## config.mk

```make
export PLATFORM = sky130hd
export DESIGN_NAME = mem_arbiter
export DESIGN_NICKNAME = d
export VERILOG_FILES = /design/src/rtl/mem_arbiter.sv
export SDC_FILE = /design/constraint.sdc
export NUM_CORES = 1
export LEC_CHECK = 0
export ABC_CLOCK_PERIOD_IN_PS = 3840
export BUFFER_PORTS_ARGS = -buffer_cell sky130_fd_sc_hd__buf_4
export CELL_PAD_IN_SITES_DETAIL_PLACEMENT = 1
export CELL_PAD_IN_SITES_GLOBAL_PLACEMENT = 2
export CORE_ASPECT_RATIO = 2
export CORE_UTILIZATION = 25
export DETAILED_ROUTE_END_ITERATION = 12
export HOLD_SLACK_MARGIN = 0.05
export PLACE_DENSITY = 0.8
export SLEW_MARGIN = 10
export SYNTH_ARGS = -nofsm -noshare
export SYNTH_HDL_FRONTEND = slang
export SYNTH_SLANG_ARGS = --single-unit
```

## constraint.sdc

```tcl
create_clock -name CLK -period 3.84 [get_ports CLK]
set_input_delay 0.768 -clock CLK [delete_from_list [all_inputs] [get_ports CLK]]
set_output_delay 0.768 -clock CLK [all_outputs]
set_load 0.01 [all_outputs]
```

## src/rtl/mem_arbiter.sv

```systemverilog
// Round-robin arbiter sharing one backing memory between NUM_CH cache refill ports.
// Define ARB_FIXED_PRIO_EN for fixed lowest-index-wins priority (rr_ptr then stays 0).
//
// state | meaning
// IDLE  | no transaction; arbitrate and latch the winner's request
// REQ   | strobe issued; memory busywait ignored for this one cycle
// WAIT  | strobe held until memory busywait drops, then read data captured
// DONE  | granted channel's busywait released; pointer advances
module mem_arbiter #(
    parameter int NUM_CH = 2,
    parameter int ADDR_W = 6,
    parameter int DATA_W = 32
) (
    input  logic                       CLK,
    input  logic                       RESET,
    input  logic [NUM_CH-1:0]          CH_READ,
    input  logic [NUM_CH-1:0]          CH_WRITE,
    input  logic [NUM_CH*ADDR_W-1:0]   CH_ADDRESS,
    input  logic [NUM_CH*DATA_W-1:0]   CH_WRITEDATA,
    output logic [NUM_CH*DATA_W-1:0]   CH_READDATA,
    output logic [NUM_CH-1:0]          CH_BUSYWAIT,
    output logic                       BUSYWAIT,
    output logic                       MEM_READ,
    output logic                       MEM_WRITE,
    output logic [ADDR_W-1:0]          MEM_ADDRESS,
    output logic [DATA_W-1:0]          MEM_WRITEDATA,
    input  logic [DATA_W-1:0]          MEM_READDATA,
    input  logic                       MEM_BUSYWAIT
);

    localparam int PW = (NUM_CH > 1) ? $clog2(NUM_CH) : 1;

    typedef enum logic [1:0] {IDLE, REQ, WAIT, DONE} state_t;

    state_t            state;
    state_t            state_nx;
    logic [PW-1:0]     grant;
    logic [PW-1:0]     rr_ptr;
    logic [PW-1:0]     winner;
    logic [PW-1:0]     idx;
    logic              found;
    logic              load;
    logic              finish;
    logic [NUM_CH-1:0] req;

    assign req = CH_READ | CH_WRITE;

    // First requester scanning upward from rr_ptr, wrapping at NUM_CH.
    always_comb begin
        winner = '0;
        idx    = '0;
        found  = 1'b0;
        for (int k = 0; k < NUM_CH; k++) begin
            idx = PW'((int'(rr_ptr) + k) % NUM_CH);
            if (!found && req[idx]) begin
                winner = idx;
                found  = 1'b1;
            end
        end
    end

    always_ff @(posedge CLK) begin
        if (!RESET) begin
            state <= IDLE;
        end else begin
            state <= state_nx;
        end
    end

    always_comb begin
        state_nx = state;
        load     = 1'b0;
        finish   = 1'b0;
        case (state)
            IDLE: begin
                if (|req) begin
                    load     = 1'b1;
                    state_nx = REQ;
                end
            end
            REQ:  state_nx = WAIT;
            WAIT: begin
                if (!MEM_BUSYWAIT) begin
                    finish   = 1'b1;
                    state_nx = DONE;
                end
            end
            DONE:    state_nx = IDLE;
            default: state_nx = IDLE;
        endcase
    end

    always_ff @(posedge CLK) begin
        if (!RESET) begin
            grant         <= '0;
            rr_ptr        <= '0;
            MEM_READ      <= 1'b0;
            MEM_WRITE     <= 1'b0;
            MEM_ADDRESS   <= '0;
            MEM_WRITEDATA <= '0;
            CH_READDATA   <= '0;
        end else begin
            if (load) begin
                // Read and write together on one channel resolves to a write.
                grant         <= winner;
                MEM_WRITE     <= CH_WRITE[winner];
                MEM_READ      <= ~CH_WRITE[winner];
                MEM_ADDRESS   <= CH_ADDRESS[int'(winner)*ADDR_W +: ADDR_W];
                MEM_WRITEDATA <= CH_WRITEDATA[int'(winner)*DATA_W +: DATA_W];
            end
            if (finish) begin
                MEM_READ  <= 1'b0;
                MEM_WRITE <= 1'b0;
                if (MEM_READ) begin
                    CH_READDATA[int'(grant)*DATA_W +: DATA_W] <= MEM_READDATA;
                end
            end
`ifndef ARB_FIXED_PRIO_EN
            if (state == DONE) begin
                rr_ptr <= (grant == PW'(NUM_CH - 1)) ? '0 : grant + PW'(1);
            end
`endif
        end
    end

    // Combinational so a cache stalls in the very cycle it raises a request.
    always_comb begin
        CH_BUSYWAIT = '0;
        for (int i = 0; i < NUM_CH; i++) begin
            CH_BUSYWAIT[i] = RESET & req[i] & ~((state == DONE) && (grant == PW'(i)));
        end
    end

    assign BUSYWAIT = |CH_BUSYWAIT;

endmodule
```

# Word level (Yosys, flattened, before mapping)
# Index checks and enable logic that the tools add are counted.
word_totals:
  ff_bits: 108
  in_bits: 115
  out_inout_bits: 107
  elab_cells: 62
op_classes:
  n_addsub: 3
  n_mul: 1
  magnitude_cmp: 3
  eq_ne: 5
  shifts: 4
  muxes: 18
  n_bitwise: 10
  reduce_logical: 10
ops:
  columns: ["cell", "n"]
  rows:
  - ["bitwise mux 64 bit", 1]
  - ["variable shift 32 x 33 -> 64 bit (first input constant)", 1]
  - ["variable part select 32 x 33 -> 64 bit", 1]
  - ["variable part select 64 x 7 -> 32 bit", 1]
  - ["negation 6 -> 33 bit", 1]
  - ["two-way mux 1 bit", 14]
  - ["variable part select 12 x 5 -> 6 bit", 1]
  - ["case mux 2 bit (4 select lines)", 1]
  - ["< comparator 1 x 2 -> 1 bit (second input constant)", 3]
  - ["OR reduction 2 bit", 3]
  - ["NOT 1 bit", 5]
  - ["bitwise AND 1 bit", 4]
  - ["equality test 2 bit (second input constant)", 2]
  - ["two-way mux 2 bit", 2]
  - ["inequality test 2 bit (second input constant)", 2]
  - ["AND reduction 2 bit", 2]
  - ["logical AND 1 bit", 3]
  - ["multiplier 1 x 2 -> 3 bit (second input constant)", 1]
  - ["adder 1 bit (second input constant)", 2]
  - ["equality test 2 x 1 -> 1 bit (second input constant)", 1]
  - ["logical NOT 2 bit", 1]
  - ["bitwise OR 2 bit", 1]
  - ["logical NOT 1 bit", 1]

# Logic depth before layout (Yosys ltp)
logic_depth:
  depth_word: 10
  ltp_mapped: 8
  ltp_nobuf: 6

# Worst setup path after synthesis
# OpenSTA, ideal clock, no wires.
synth_path:
  path_type: "input-to-output"
  startpoint: "input port CH_READ[1]"
  endpoint: "output port BUSYWAIT"
  arrival_ns: 1.498
  required_ns: 3.072
  slack_ns: 1.574
  path_stages: 3
  path_buffers: 0
  path_cell_list: "or2_1 > and2_1 > or2_2"
synth_via:
  elab_chain_len: 4
synth_lines:
  columns: ["item", "line_no", "source"]
  rows:
  - ["start: declaration", "16", "input logic [NUM_CH-1:0] CH_READ,"]
  - ["bitwise OR 2 bit", "46", "assign req = CH_READ | CH_WRITE;"]
  - ["bitwise AND 1 bit (2 in series)", "130", "CH_BUSYWAIT[i] = RESET & req[i] & ~((state == DONE) && (grant == PW'(i)));"]
  - ["named net CH_BUSYWAIT[1]", "21", "output logic [NUM_CH-1:0] CH_BUSYWAIT,"]
  - ["OR reduction 2 bit", "134", "assign BUSYWAIT = |CH_BUSYWAIT;"]
  - ["end: declaration", "22", "output logic BUSYWAIT,"]
# The timed path passes the listed nets, and every way through them passes these cells.

# Worst setup path in the final report
layout_path:
  startpoint: "input port RESET"
  endpoint: "output port BUSYWAIT"
layout_via:
  elab_chain_len: 3
  word_cells_on_any_way: 5
  classes_between: "4 x bitwise; 1 x reduce/logical"
layout_lines:
  columns: ["item", "line_no", "source"]
  rows:
  - ["start: declaration", "15", "input logic RESET,"]
  - ["bitwise AND 1 bit (2 in series)", "130", null]
  - ["OR reduction 2 bit (*)", "134", null]
# Mark *: on every way between the ends. The rest lies on a longest branch, timed or not.

==> run summary <==
CLOCK TREE
------------------------------------------------------------------------------------------------------
Post-cts repair resize count                                                                         0
Clock transition at the register clock pins on the worst setup and hold paths after CTS        0.07 ns
Root Buffer                                                                               sky130_fd_sc_hd__clkbuf_16
Worst skew pair latency                                                                        0.35 ns
Clock H-tree levels                                                                                  3
TritonCTS clock tree                                                                              done
Maximum number of buffers from clock root to sink                                                    2
Number of post-CTS setup repair buffers                                                              0
Number of sinks handled by clock tree synthesis                                                    108
CTS Buf Count                                                                                        9
Hold buffer count at cts                                                                             0

STA
------------------------------------------------------------------------------------------------------
Transition time at the pin with the least slew margin                                         0.837 ns
Time the worst path needs with I/O delays and setup                                            2.57 ns
Setup repair after global routing missed its margin                                                 no
Post-route worst setup slack                                                                   1.27 ns
Number of hold violations in the final report                                                        0
Portion of the clock cycle consumed by the worst path in the final layout                        67.0%
Max-slew violation count                                                                             0
Setup violation total in the final timing report                                                     0
Relative slew slack                                                                              44.2%
Maximum clock frequency                                                                      0.389 GHz
Fin Clk Skew                                                                                0.00850 ns
Total negative slack                                                                              0 ns

CELLS AND AREA
------------------------------------------------------------------------------------------------------
Area growth from synthesis to final layout                                                       47.6%
Final Cell Area                                                                               6210 µm²
Most frequent standard cell in the layout excluding fill and tap cells                    sky130_fd_sc_hd__buf_4
Share of final-layout standard cells stronger than drive strength 1                              34.2%
Antenna diode count                                                                                  0
Non-Filler Instances                                                                               943
Most used cells in the layout excluding fill and tap cells                                228 x sky130_fd_sc_hd__buf_4, 205 x sky130_fd_sc_hd__nand2_1, 108 x sky130_fd_sc_hd__dfxtp_1
Fin nets                                                                                           853

HOLD PATH
------------------------------------------------------------------------------------------------------
Min-Delay Startpoint                                                                      CH_READDATA[34]
Worst Hold Class                                                                               reg2reg

ROUTE
------------------------------------------------------------------------------------------------------
Wire per inst                                                                                  16.1 µm
Via density per instance                                                                          4.71
Number of violations reported at the end of detailed-routing iteration 0                            74
Via count                                                                                         4443
Post-Route WL                                                                                 15100 µm
DRT Pass-1 Iters                                                                                     4
Number of nets still failing antenna checks after routing                                            0
Residual DRC count                                                                                   0

SYNTH
------------------------------------------------------------------------------------------------------
Distinct cell type count of the synthesized netlist                                                 35
Dominant register cell in the synthesized netlist                                         sky130_fd_sc_hd__dfxtp_1
Count of synthesis-stage warnings from yosys                                                         0
Number of enable-type register cells in the synthesized netlist                                      0
Post-Synthesis Cell Area                                                                      4210 µm²
Mapped Avg Cell Area                                                                          7.86 µm²
Async SR Flop Fraction                                                                              0%
Sequential area share after synthesis                                                            51.4%
Number of instances in the synthesized netlist                                                     535
Number of synthesized register bits                                                                108
Post-Syn Nets                                                                                      654

CRITICAL PATH
------------------------------------------------------------------------------------------------------
Data required time at the worst endpoint                                                       3.07 ns
Launch point of the worst path                                                                   RESET
Launch point of the worst reg-to-reg path                                                     state[1]
Critical setup path kind                                                                        in2out
Data arrival time at the worst-slack endpoint                                                  1.81 ns
Element type at the critical path start                                                   primary input
CP max FO                                                                                           41
Critical path capture point type                                                          primary output

FLOW RUN
------------------------------------------------------------------------------------------------------
Maxcap violations                                                                                    0

DIE
------------------------------------------------------------------------------------------------------
Number of core rows                                                                                 66
Core Footprint                                                                               16400 µm²
Starting density of the core                                                                     25.7%
Die W                                                                                          93.7 µm
Floorplan die area                                                                           17400 µm²
IO Pins                                                                                            222
Height of the die                                                                               185 µm

GRT
------------------------------------------------------------------------------------------------------
Total GRT Usage                                                                                  17.5%
Initial antenna violation count                                                                      0
Overflow after GRT                                                                                   0
Largest net degree at the start of global routing                                                   76
Via count of the first global-routing pass                                                        4809
First-pass GRT wire length                                                                    23600 µm

PLACED DESIGN
------------------------------------------------------------------------------------------------------
Number of placed instances with taps included                                                      927
Area of placed instances                                                                      5940 µm²
Detailed-placement wirelength estimate                                                        11300 µm
Number of input and output port buffers inserted                                                   221
Worst slack at placement                                                                       1.24 ns
Final RePlAce weighted congestion                                                                0.761

POWER
------------------------------------------------------------------------------------------------------
Leakage                                                                                        2.65 nW
Power density over the cells                                                                534 nW/µm²
IR drop worst, VDD                                                                          0.000382 V

RUN STATUS
------------------------------------------------------------------------------------------------------
Run status                                                                                   completed

-- state kept, by name (all words and copies together), names as in the netlist --
| name | cells |
|---|---|
| CH_READDATA | 64 |
| grant | 1 |
| state | 2 |
| MEM_ADDRESS | 6 |
| MEM_WRITEDATA | 32 |
| MEM_READ | 1 |
| MEM_WRITE | 1 |
| rr_ptr | 1 |
-- metal layers --
metal / vias up / GRT usage [%] / wire (µm)
met5: - / 0 / 0
met4: 0 / 6.22 / 206
met3: 11 / 4.35 / 1000
met2: 156 / 35.1 / 8600
met1: 2100 / 16.5 / 5330
li1: 2176 / - / -
-- cells in the mapped netlist, types with 2 or more instances --
master                     number  area, µm²
sky130_fd_sc_hd__nor2_2         3       18.8
sky130_fd_sc_hd__nand2_1      205        769
sky130_fd_sc_hd__o22ai_1        2       12.5
sky130_fd_sc_hd__a31oi_1       38        238
sky130_fd_sc_hd__ha_1           4       50.1
sky130_fd_sc_hd__clkbuf_2       2       10.0
sky130_fd_sc_hd__or2_1          2       12.5
sky130_fd_sc_hd__o21ai_1        2       10.0
sky130_fd_sc_hd__inv_1          4       15.0
sky130_fd_sc_hd__buf_2         17       85.1
sky130_fd_sc_hd__o21ai_0       38        190
sky130_fd_sc_hd__dfxtp_1      108       2160
sky130_fd_sc_hd__nor2_1         3       11.3
sky130_fd_sc_hd__nand2b_1       2       12.5
sky130_fd_sc_hd__clkbuf_1      13       48.8
sky130_fd_sc_hd__a21oi_1       66        330
sky130_fd_sc_hd__buf_6          8       90.1
-- through the flow --
step / hold slack (ns) / total power [mW] / utilization [%]
after floorplan: 0.481 / 1.98 / -
after global placement: 0.442 / 2.45 / 36.3
after detailed placement: 0.450 / 2.49 / 36.3
after CTS: 0.460 / 3.37 / 38.0
after global routing: 0.478 / 3.53 / 38.0
final: 0.456 / 3.31 / 38.0
-- area by class of cell --
cell class	instances	area (µm²)
clock buffer	10	229
clock inverter	6	41.3
fill	2060	10100
inverter	6	22.5
multi-input combinational	381	1790
sequential	108	2160
tap	204	255
timing repair buffer	228	1710
-- report_power, final --
| part | internal (mW) | total, mW | switching, mW |
|---|---|---|---|
| Sequential | 1.31 | 1.42 | 0.104 |
| Combinational | 0.462 | 1.03 | 0.567 |
| Clock | 0.440 | 0.867 | 0.428 |
-- critical path: stages --
cell and delay (ns):
sky130_fd_sc_hd__buf_4 0.34, sky130_fd_sc_hd__inv_2 0.10, sky130_fd_sc_hd__a211oi_1 0.30, sky130_fd_sc_hd__or2_2 0.17, sky130_fd_sc_hd__buf_4 0.13
-- worst paths after layout --
check,cells past startpoint,slack [ns],end
setup reg to reg,6,1.82,MEM_WRITEDATA[29]
hold reg to reg,2,0.46,CH_READDATA[34]
hold / removal,2,0.46,CH_READDATA[34]
setup / recovery,5,1.27,BUSYWAIT
-- kinds of logic after synthesis --
kind of cell | synth area share (%)
and+or+nand+nor | 20.7
AOI/OAI and AO/OA | 20.6
DFF | 51.4
buffers and inverters | 6.10
adders and majority gates | 1.19
No activity file was read; power rests on OpenSTA's default activity.
